<file path="src/rtl/mem_arb_pkg.sv">
// Shared types and the round-robin pick used by the instruction/data memory port arbiter.
package mem_arb_pkg;

    typedef enum logic {
        SRC_INSTR = 1'b0,
        SRC_DATA  = 1'b1
    } src_e;

    typedef enum logic [1:0] {
        ARB_IDLE   = 2'b00,
        ARB_HOLD_I = 2'b01,
        ARB_HOLD_D = 2'b10
    } arb_state_e;

    localparam int unsigned MAX_OUTSTANDING_LIMIT = 4;

    // On a tie the source that did not win the last handshake goes first; with no request DATA is picked
    // so that an idle port mirrors the (all-zero) data payload.
    function automatic src_e rr_pick(input logic i_instr_req, input logic i_data_req, input src_e i_last);
        src_e v_pick;
        if (i_instr_req && i_data_req) begin
            v_pick = (i_last == SRC_DATA) ? SRC_INSTR : SRC_DATA;
        end else if (i_instr_req) begin
            v_pick = SRC_INSTR;
        end else begin
            v_pick = SRC_DATA;
        end
        return v_pick;
    endfunction

endpackage

</file>
<file path="src/rtl/mem_arb_id_fifo.sv">
// Small circular FIFO remembering which requester owns each outstanding memory transaction.
module mem_arb_id_fifo #(
    parameter int unsigned DEPTH = 2,
    parameter int unsigned WIDTH = 1
) (
    input  logic             i_clk,
    input  logic             i_rst_n,
    input  logic             i_push,
    input  logic [WIDTH-1:0] i_data,
    input  logic             i_pop,
    output logic             o_full,
    output logic             o_empty,
    output logic [WIDTH-1:0] o_head
);

    localparam int unsigned PTR_W = (DEPTH > 1) ? $clog2(DEPTH) : 1;
    localparam int unsigned CNT_W = $clog2(DEPTH + 1);

    logic [WIDTH-1:0] r_mem [DEPTH];
    logic [PTR_W-1:0] r_wr_ptr;
    logic [PTR_W-1:0] r_rd_ptr;
    logic [CNT_W-1:0] r_count;
    logic             w_push;
    logic             w_pop;

    function automatic logic [PTR_W-1:0] ptr_inc(input logic [PTR_W-1:0] i_ptr);
        logic [PTR_W-1:0] v_nxt;
        if (i_ptr == PTR_W'(DEPTH - 1)) begin
            v_nxt = {PTR_W{1'b0}};
        end else begin
            v_nxt = i_ptr + PTR_W'(1);
        end
        return v_nxt;
    endfunction

    assign o_full  = (r_count == CNT_W'(DEPTH));
    assign o_empty = (r_count == {CNT_W{1'b0}});
    assign w_push  = i_push && !o_full;
    assign w_pop   = i_pop && !o_empty;
    assign o_head  = r_mem[r_rd_ptr];

    // Storage, pointers and occupancy; a simultaneous push and pop leaves the count unchanged.
    always_ff @(posedge i_clk or negedge i_rst_n) begin
        if (!i_rst_n) begin
            r_wr_ptr <= {PTR_W{1'b0}};
            r_rd_ptr <= {PTR_W{1'b0}};
            r_count  <= {CNT_W{1'b0}};
            for (int i = 0; i < int'(DEPTH); i++) begin
                r_mem[i] <= {WIDTH{1'b0}};
            end
        end else begin
            if (w_push) begin
                r_mem[r_wr_ptr] <= i_data;
                r_wr_ptr        <= ptr_inc(r_wr_ptr);
            end
            if (w_pop) begin
                r_rd_ptr <= ptr_inc(r_rd_ptr);
            end
            case ({w_push, w_pop})
                2'b10:   r_count <= r_count + CNT_W'(1);
                2'b01:   r_count <= r_count - CNT_W'(1);
                default: r_count <= r_count;
            endcase
        end
    end

endmodule

</file>
<file path="src/rtl/mem_port_arbiter_chk.sv">
// Protocol checks for the arbiter: held requests must not drop, responses need an outstanding owner.
module mem_port_arbiter_chk
    import mem_arb_pkg::*;
(
    input logic       i_clk,
    input logic       i_rst_n,
    input arb_state_e i_state,
    input logic       i_instr_req,
    input logic       i_data_req,
    input logic       i_rvalid,
    input logic       i_fifo_empty
);

    a_hold_instr: assert property (@(posedge i_clk) disable iff (!i_rst_n)
        (i_state == ARB_HOLD_I) |-> i_instr_req)
        else $error("instr request dropped while waiting for grant");

    a_hold_data: assert property (@(posedge i_clk) disable iff (!i_rst_n)
        (i_state == ARB_HOLD_D) |-> i_data_req)
        else $error("data request dropped while waiting for grant");

    a_rvalid_owner: assert property (@(posedge i_clk) disable iff (!i_rst_n)
        i_rvalid |-> !i_fifo_empty)
        else $error("memory response with no outstanding transaction");

endmodule

</file>
<file path="src/rtl/mem_port_arbiter.sv">
// Round-robin sharing of one OBI-style memory port between instruction fetch and load/store,
// routing in-order responses back to the issuing requester.
module mem_port_arbiter
    import mem_arb_pkg::*;
#(
    parameter int unsigned MAX_OUTSTANDING = 2,
    parameter int unsigned ADDR_WIDTH      = 32,
    parameter int unsigned DATA_WIDTH      = 32,
    parameter bit          ASSERT_EN       = 1'b1
) (
    input  logic                    clk_i,
    input  logic                    rst_ni,
    input  logic                    instr_req_i,
    input  logic [ADDR_WIDTH-1:0]   instr_addr_i,
    output logic                    instr_gnt_o,
    output logic                    instr_rvalid_o,
    output logic [DATA_WIDTH-1:0]   instr_rdata_o,
    input  logic                    data_req_i,
    input  logic                    data_we_i,
    input  logic [DATA_WIDTH/8-1:0] data_be_i,
    input  logic [ADDR_WIDTH-1:0]   data_addr_i,
    input  logic [DATA_WIDTH-1:0]   data_wdata_i,
    output logic                    data_gnt_o,
    output logic                    data_rvalid_o,
    output logic [DATA_WIDTH-1:0]   data_rdata_o,
    output logic                    mem_req_o,
    output logic                    mem_we_o,
    output logic [DATA_WIDTH/8-1:0] mem_be_o,
    output logic [ADDR_WIDTH-1:0]   mem_addr_o,
    output logic [DATA_WIDTH-1:0]   mem_wdata_o,
    input  logic                    mem_gnt_i,
    input  logic                    mem_rvalid_i,
    input  logic [DATA_WIDTH-1:0]   mem_rdata_i
);

    localparam int unsigned BE_W = DATA_WIDTH / 8;

    arb_state_e r_state;
    arb_state_e w_state_nxt;
    src_e       r_last_grant;
    src_e       w_sel;
    src_e       w_head_src;
    logic [0:0] w_head;
    logic       w_fifo_full;
    logic       w_fifo_empty;
    logic       w_handshake;

    // A source left waiting for a grant keeps the port; otherwise pick round-robin.
    always_comb begin
        w_sel = SRC_DATA;
        case (r_state)
            ARB_HOLD_I: w_sel = SRC_INSTR;
            ARB_HOLD_D: w_sel = SRC_DATA;
            default:    w_sel = rr_pick(instr_req_i, data_req_i, r_last_grant);
        endcase
    end

    assign mem_req_o   = ((w_sel == SRC_INSTR) ? instr_req_i : data_req_i) && !w_fifo_full;
    assign w_handshake = mem_req_o && mem_gnt_i;
    assign instr_gnt_o = w_handshake && (w_sel == SRC_INSTR);
    assign data_gnt_o  = w_handshake && (w_sel == SRC_DATA);

    // Payload mux: fetches are always full-word reads.
    always_comb begin
        mem_we_o    = 1'b0;
        mem_be_o    = {BE_W{1'b0}};
        mem_addr_o  = {ADDR_WIDTH{1'b0}};
        mem_wdata_o = {DATA_WIDTH{1'b0}};
        if (w_sel == SRC_INSTR) begin
            mem_be_o   = {BE_W{1'b1}};
            mem_addr_o = instr_addr_i;
        end else begin
            mem_we_o    = data_we_i;
            mem_be_o    = data_be_i;
            mem_addr_o  = data_addr_i;
            mem_wdata_o = data_wdata_i;
        end
    end

    // An issued but ungranted request pins the selection; a grant or a dropped request releases it.
    always_comb begin
        w_state_nxt = ARB_IDLE;
        if (mem_req_o && !mem_gnt_i) begin
            w_state_nxt = (w_sel == SRC_INSTR) ? ARB_HOLD_I : ARB_HOLD_D;
        end else begin
            w_state_nxt = ARB_IDLE;
        end
    end

    // Arbitration state and round-robin history.
    always_ff @(posedge clk_i or negedge rst_ni) begin
        if (!rst_ni) begin
            r_state      <= ARB_IDLE;
            r_last_grant <= SRC_DATA;
        end else begin
            r_state <= w_state_nxt;
            if (w_handshake) begin
                r_last_grant <= w_sel;
            end
        end
    end

    mem_arb_id_fifo #(
        .DEPTH (MAX_OUTSTANDING),
        .WIDTH (1)
    ) u_id_fifo (
        .i_clk   (clk_i),
        .i_rst_n (rst_ni),
        .i_push  (w_handshake),
        .i_data  (w_sel),
        .i_pop   (mem_rvalid_i),
        .o_full  (w_fifo_full),
        .o_empty (w_fifo_empty),
        .o_head  (w_head)
    );

    assign w_head_src     = src_e'(w_head);
    assign instr_rvalid_o = mem_rvalid_i && !w_fifo_empty && (w_head_src == SRC_INSTR);
    assign data_rvalid_o  = mem_rvalid_i && !w_fifo_empty && (w_head_src == SRC_DATA);
    assign instr_rdata_o  = mem_rdata_i;
    assign data_rdata_o   = mem_rdata_i;

    if (ASSERT_EN) begin : g_chk
        mem_port_arbiter_chk u_chk (
            .i_clk        (clk_i),
            .i_rst_n      (rst_ni),
            .i_state      (r_state),
            .i_instr_req  (instr_req_i),
            .i_data_req   (data_req_i),
            .i_rvalid     (mem_rvalid_i),
            .i_fifo_empty (w_fifo_empty)
        );
    end

endmodule

</file>
<file path="config.mk">
export PLATFORM = sky130hd
export DESIGN_NAME = mem_port_arbiter
export DESIGN_NICKNAME = d
export VERILOG_FILES = /design/src/rtl/mem_arb_pkg.sv /design/src/rtl/mem_arb_id_fifo.sv /design/src/rtl/mem_port_arbiter_chk.sv /design/src/rtl/mem_port_arbiter.sv
export SDC_FILE = /design/constraint.sdc
export NUM_CORES = 1
export LEC_CHECK = 0
export BUFFER_PORTS_ARGS = -buffer_cell sky130_fd_sc_hd__buf_2
export CAP_MARGIN = 20
export CORE_AREA = 2 2 108 110
export DETAILED_ROUTE_END_ITERATION = 12
export DIE_AREA = 0 0 110 112
export MAX_ROUTING_LAYER = met4
export SLEW_MARGIN = 40
export SYNTH_ARGS = -nofsm -noshare
export SYNTH_HDL_FRONTEND = slang
export SYNTH_SLANG_ARGS = --single-unit
export TNS_END_PERCENT = 50
</file>
<file path="constraint.sdc">
create_clock -name clk_i -period 1.7 [get_ports clk_i]
set_input_delay 0.17 -clock clk_i [delete_from_list [all_inputs] [get_ports clk_i]]
set_output_delay 0.17 -clock clk_i [all_outputs]
set_load 0.005 [all_outputs]
</file>
Yosys cells after proc, flatten, opt, wreduce, memory -nomap -nowiden
Cells that the tools add are included.

Memory bits (read-only): 0. Bits in latches: 0. Memories: 0. Bits in registers: 9. Input port bits: 139. Bits in writable memories: 0. Logic and storage cells: 59. Output and inout bits: 138.

Shifts and indexed selects: 0. Reductions and logical operators: 16. $lt $le $gt $ge: 3. Multiply operators: 0. Divide/modulo/power cells: 0. Bitwise gates (word level): 4. Mux-type cells: 20. Eq/ne operators: 5. Add/subtract/negate cells: 4.

Operators by type and width (count): $mux 32 (2); $logic_and 1x1->1 (11); $mux 1 (11); $eq 2x2->1 const B (3); $eq 2x1->1 const B (2); $ge 2x2->1 const B (2); $mux 2 (2); $mux 4 (1); $not 1->2 (2); $pmux 2 s2 (1); $logic_not 1->1 (3); $add 1x1->1 const B (2); $add 2x1->2 const B (1); $bwmux 2 (1); $logic_not 2->1 (1); $lt 2x1->1 const B (1); $not 1->1 (2); $pmux 1 s2 (1); $reduce_bool 2->1 (1); $sub 2x1->2 const B (1); $demux 1 s1 (1).

Depth between registers and ports, before layout
Depth in word-level cells: 9. Mapped depth: 8. Mapped depth without buffers: 8.

Hierarchy
Synthesis repeated with hierarchy kept, for this count alone.

Cell total of the unflattened synthesis: 185. Area total of the unflattened synthesis: 1617.8 um^2.

By module, submodules not included: mem_port_arbiter (instances 1, cells each 162, sequential area each 76.3 um^2, area an instance 1335.0 um^2); mem_arb_id_fifo (instances 1, cells each 23, sequential area each 150.1 um^2, area an instance 282.8 um^2).

Least setup slack after synthesis
Ideal clock, no wire load.

Kind: reg-to-reg. Start point: register r_state[0]. End point: register u_id_fifo.r_count[1]. Library setup time: 79 ps. Setup slack: -89 ps. Stages on the path, launching flop included: 8. Clock period less this slack: 1789 ps. Arrival: 1710 ps. Path buffers: 0. Data required time: 1621 ps. Cell sequence: dfrtp_1 -> inv_1 -> ha_1 -> mux2_4 -> o2111ai_4 -> ha_1 -> nor2_1 -> xor2_1.

Word-level cells in the longest chain between the ends: 8. Elaborated cells on any way between the ends: 11. Classes of those cells: 4 x eq/ne; 3 x mux; 4 x reduce/logical.

Ends and longest elaborated chain: from (decl) (line mem_port_arbiter.sv:38) `arb_state_e r_state;`; from (signal assigned) (line mem_port_arbiter.sv:96) `r_state <= w_state_nxt;`; $eq 2x2->1 / $eq 2x1->1 (equally long branches) (line mem_port_arbiter.sv:51) `case (r_state)`; $pmux 1 s2 (*) (line mem_port_arbiter.sv:51); $mux 1 (*) (line mem_port_arbiter.sv:58) `assign mem_req_o = ((w_sel == SRC_INSTR) ? instr_req_i : data_req_i) && !w_fifo_full;`; $logic_and 1x1->1 (*) (line mem_port_arbiter.sv:58); $logic_and 1x1->1 (*) (line mem_port_arbiter.sv:59) `assign w_handshake = mem_req_o && mem_gnt_i;`; $logic_and 1x1->1 (*) (line mem_arb_id_fifo.sv:38) `assign w_push = i_push && !o_full;`; $eq 2x1->1 / $eq 2x2->1 (equally long branches) (line mem_arb_id_fifo.sv:59) `case ({w_push, w_pop})`; $pmux 2 s2 / $reduce_bool 2->1 (equally long branches); to (signal assigned) (line mem_arb_id_fifo.sv:60) `2'b10: r_count <= r_count + CNT_W'(1);`; to (signal assigned) (line mem_arb_id_fifo.sv:61) `2'b01: r_count <= r_count - CNT_W'(1);`; to (signal assigned) (line mem_arb_id_fifo.sv:62) `default: r_count <= r_count;`; to (decl) (line mem_arb_id_fifo.sv:22) `logic [CNT_W-1:0] r_count;`.

Mark *: on every way between the ends. The rest lies on a longest branch, timed or not. A chain may end at the register's enable or synchronous reset.

Worst setup path after layout
Start point: register r_state[1]. End point: output mem_addr_o[22].

Word-level cells in the longest chain between the ends: 3. Elaborated cells on any way between the ends: 4. Classes of those cells: 2 x eq/ne; 2 x mux.

Ends and longest elaborated chain: $eq 2x2->1 / $eq 2x1->1 (equally long branches) (line mem_port_arbiter.sv:51); $pmux 1 s2 (*) (line mem_port_arbiter.sv:51); $mux 32 (*) (line mem_port_arbiter.sv:69) `if (w_sel == SRC_INSTR) begin`; to (decl) (line mem_port_arbiter.sv:29) `output logic [ADDR_WIDTH-1:0] mem_addr_o,`.

Marks and branches as above.

==> flow_summary_export.csv <==
group,metric,value,unit
sta,post-route-period-util,122,%
logic_synthesis,synth-warning-count,0,
cts,htree_levels,1,
place,place_hpwl,4140,um
cells_and_area,syn_to_final_growth,82.6,%
sta,tightest_slew,235,ps
global_route,grt_pass1_vias,1681,
power_and_ir_drop,p_leak,1.60,nW
cells_and_area,final_nets,457,
worst_setup_path,crit_slowest_cell,"dfrtp_1",
status,status,"finished with violations",
worst_setup_path,crit_family,"buffers and inverters",
drt,totalWireLength,5620,um
worst_setup_path,crit_chain,"ha_4 > nor2_4 > a31oi_4 > buf_6 > buf_16 > mux2_4 > buf_6",
sta,setup_ws,-373,ps
drt,route.detailed.drc,0,
sta,fmax,482,MHz
die,dieArea,0.0123,mm2
die,start_util,14.4,%
logic_synthesis,syn-cell-area,0.00161,mm2
cts,root_buffer,"clkbuf_16",
drt,routedWlPerCell,12.3,um
logic_synthesis,syn_avg_cell_area,8.77,um2
sta,fin_worst_skew,2.70,ps
hold_path,hold_path.startpoint,"mem_gnt_i",
worst_setup_path,crit_buf_inv,3,
drt,viasPerCell,3.66,
run,cap_violations,0,
die,io-pin-count,277,
global_route,antenna_found_initial,0,
drt,firstDrtPassIters,4,
sta,rsz0062_at_grt,"true",
drt,ant_nets,0,
die,die_h,112,um
drt,vias,1675,
logic_synthesis,mappedNetlistNets,325,
worst_setup_path,start_kind,"flip-flop",
worst_setup_path,cpMostUsedCell,"buf_6",
worst_setup_path,path_class,"flip-flop to primary output",
cells_and_area,n_antenna_cell,0,
global_route,overflow,0,
logic_synthesis,ys_types,27,
worst_setup_path,crit_required,1530,ps
sta,layout_min_cycle_time,2070,ps
status,violations,"negative setup slack",
power_and_ir_drop,p_total,6.12,mW
sta,holdWs,159,ps
place,dp_slack,-160,ps
cts,cts_buffers,3,
sta,hold_violations,0,
hold_path,hold_class,"input port to flip-flop",
worst_setup_path,endpoint_kind,"primary output",
place,gp_congestion,0.728,
drt,drt_iter0_drc,20,
worst_setup_path,slowest_delay,390,ps
cts,clk_path_buf_depth,2,
place,portBuffers,180,
sta,finalSetupViolCount,74,
global_route,grt_pass1_wl,7670,um
cts,clock-sinks,9,
global_route,grt_max_degree,22,
die,coreArea,0.0112,mm2
power_and_ir_drop,peakVddDrop,820,uV
worst_setup_path,r2r_start,"r_state[0]",
logic_synthesis,yosys_register_bits,9,
die,rows,39,
logic_synthesis,synthCells,184,
cts,clkLatencyLatePin,240,ps
worst_setup_path,arrival,1900,ps
worst_setup_path,cp-startpoint,"r_state[1]",
logic_synthesis,seq_area_frac_synth,14.0,%
global_route,grt.total_usage,8.01,%
cts,cts_tree,"yes",
cells_and_area,drive_gt1_share,80.6,%
cts,clk_pin_slew,40,ps
worst_setup_path,crit_fanout,7,
sta,maxSlewHeadroom,84.2,%
power_and_ir_drop,powerDensity,2080,mW/mm2
sta,final_max_slew_viol_count,0,
die,die_w,110,um
[per-layer routing]
metal | global-route usage (%) | part of all wire [%]
met1 | 8.22 | 35
met2 | 14.8 | 53
met3 | 1.99 | 9.4
met4 | 2.19 | 2.0
met5 | - | 0
[worst reg2reg max path: stages, from the launching register on]
cell       delay (ps)
dfrtp_1           360
inv_2              70
ha_4              150
mux2_4            320
o2111ai_4         250
buf_6             160
nor2_2             40
mux2_4            290
[through the flow]
stage	setup TNS [ps]	area (um2)	utilization [%]	instances
2_1_floorplan	-65.3	1670	-	184
3_3_place_gp	-2320	2320	20.8	445
3_5_place_dp	-4630	2320	20.8	445
4_1_cts	-23530	2690	24.1	456
5_1_grt	-24430	2950	26.4	458
6_report	-19430	2950	26.4	458
[cells in the final DEF, fill, tap and decap left out]
| cell type | instances |
|---|---|
| buf_16 | 3 |
| xor2_1 | 1 |
| nor2_2 | 3 |
| a21o_1 | 1 |
| nor4_1 | 1 |
| mux2i_1 | 1 |
| nor2b_4 | 1 |
| inv_2 | 1 |
| and2_1 | 28 |
| and3b_1 | 1 |
| clkinv_2 | 1 |
| dlygate4sd3_1 | 1 |
| nor2_1 | 4 |
| o2111ai_4 | 1 |
| nand2_1 | 1 |
| buf_2 | 143 |
| or2_2 | 1 |
| nor2b_1 | 1 |
| buf_6 | 43 |
| inv_1 | 2 |
| buf_4 | 4 |
| and2_4 | 5 |
| nand2b_1 | 6 |
| dfrtp_1 | 8 |
| mux2_4 | 35 |
| clkbuf_16 | 3 |
| o21ai_0 | 1 |
| dfstp_2 | 1 |
| xnor2_1 | 4 |
| buf_12 | 3 |
| buf_8 | 2 |
| a31oi_4 | 1 |
| ha_4 | 2 |
| nor2_4 | 1 |
[cell usage after synthesis (all sizes together)]
library cell	number	area, um2
nor4	1	6.26
mux2	35	405
nand2b	6	37.5
nand2	1	3.75
o2111ai	1	26.3
nor2b	2	12.5
a21o	1	7.51
ha	2	25.0
and2	33	206
clkbuf	2	10.0
o21ai	1	5.00
and3b	1	8.76
dfrtp	8	200
buf	70	519
inv	3	11.3
xor2	1	8.76
a31oi	1	6.26
mux2i	1	10.0
dfstp	1	26.3
nor2	8	35.0
xnor2	4	35.0
or2	1	6.26
[final timing paths]
path / end / slack [ps] / cells past startpoint
setup reg to reg: u_id_fifo.r_mem[1] / -50 / 7
hold / removal: r_state[0] / 160 / 2
max in group asynchronous: r_last_grant / 1120 / 2
setup / recovery: mem_addr_o[22] / -370 / 7
hold reg to reg: u_id_fifo.r_count[1] / 490 / 1
min in group asynchronous: u_id_fifo.r_rd_ptr / 320 / 2
[report_power, final]
group          switching, mW  internal [mW]  total, mW
Sequential            0.0855          0.335      0.420
Combinational           1.89           3.39       5.28
Clock                  0.111          0.311      0.421
[timing repair]
action                                 4_1_cts  5_1_grt
gates resized for setup                     39       53
cloned                                       3        2
endpoints found under the hold margin        8        0
buffers inserted                             4        0
hold buffers                                 1        0
setup endpoints to repair                   74       76
pin swaps                                    1        8
[registers in the layout, summed over array words and instances, names as in the netlist]
register / count
r_state: 2
u_id_fifo.r_count: 2
u_id_fifo.r_mem: 2
r_last_grant: 1
u_id_fifo.r_rd_ptr: 1
u_id_fifo.r_wr_ptr: 1
[layout make-up]
type,instances,area [um2]
Inverter,3,11.3
Timing Repair Buffer,199,1410
Clock buffer,3,75.1
Clock inverter,1,5.00
Fill cell,1197,8230
Sequential cell,9,226
Tap cell,143,179
Multi-Input combinational cell,100,1040
[kinds of logic (layout without fill, tap and decap cells)]
kind of cell    after synthesis  after routing  synth area share [%]
buf+inv                      75            206                  33.5
simple gates                 53             53                  19.6
mux                          36             36                  25.8
flops                         9              9                  14.0
xor+xnor                      5              5                  2.72
compound gates                4              4                  2.79
fa+ha+maj                     2              2                  1.55
Note: power is estimated with default switching activity, not from simulation.
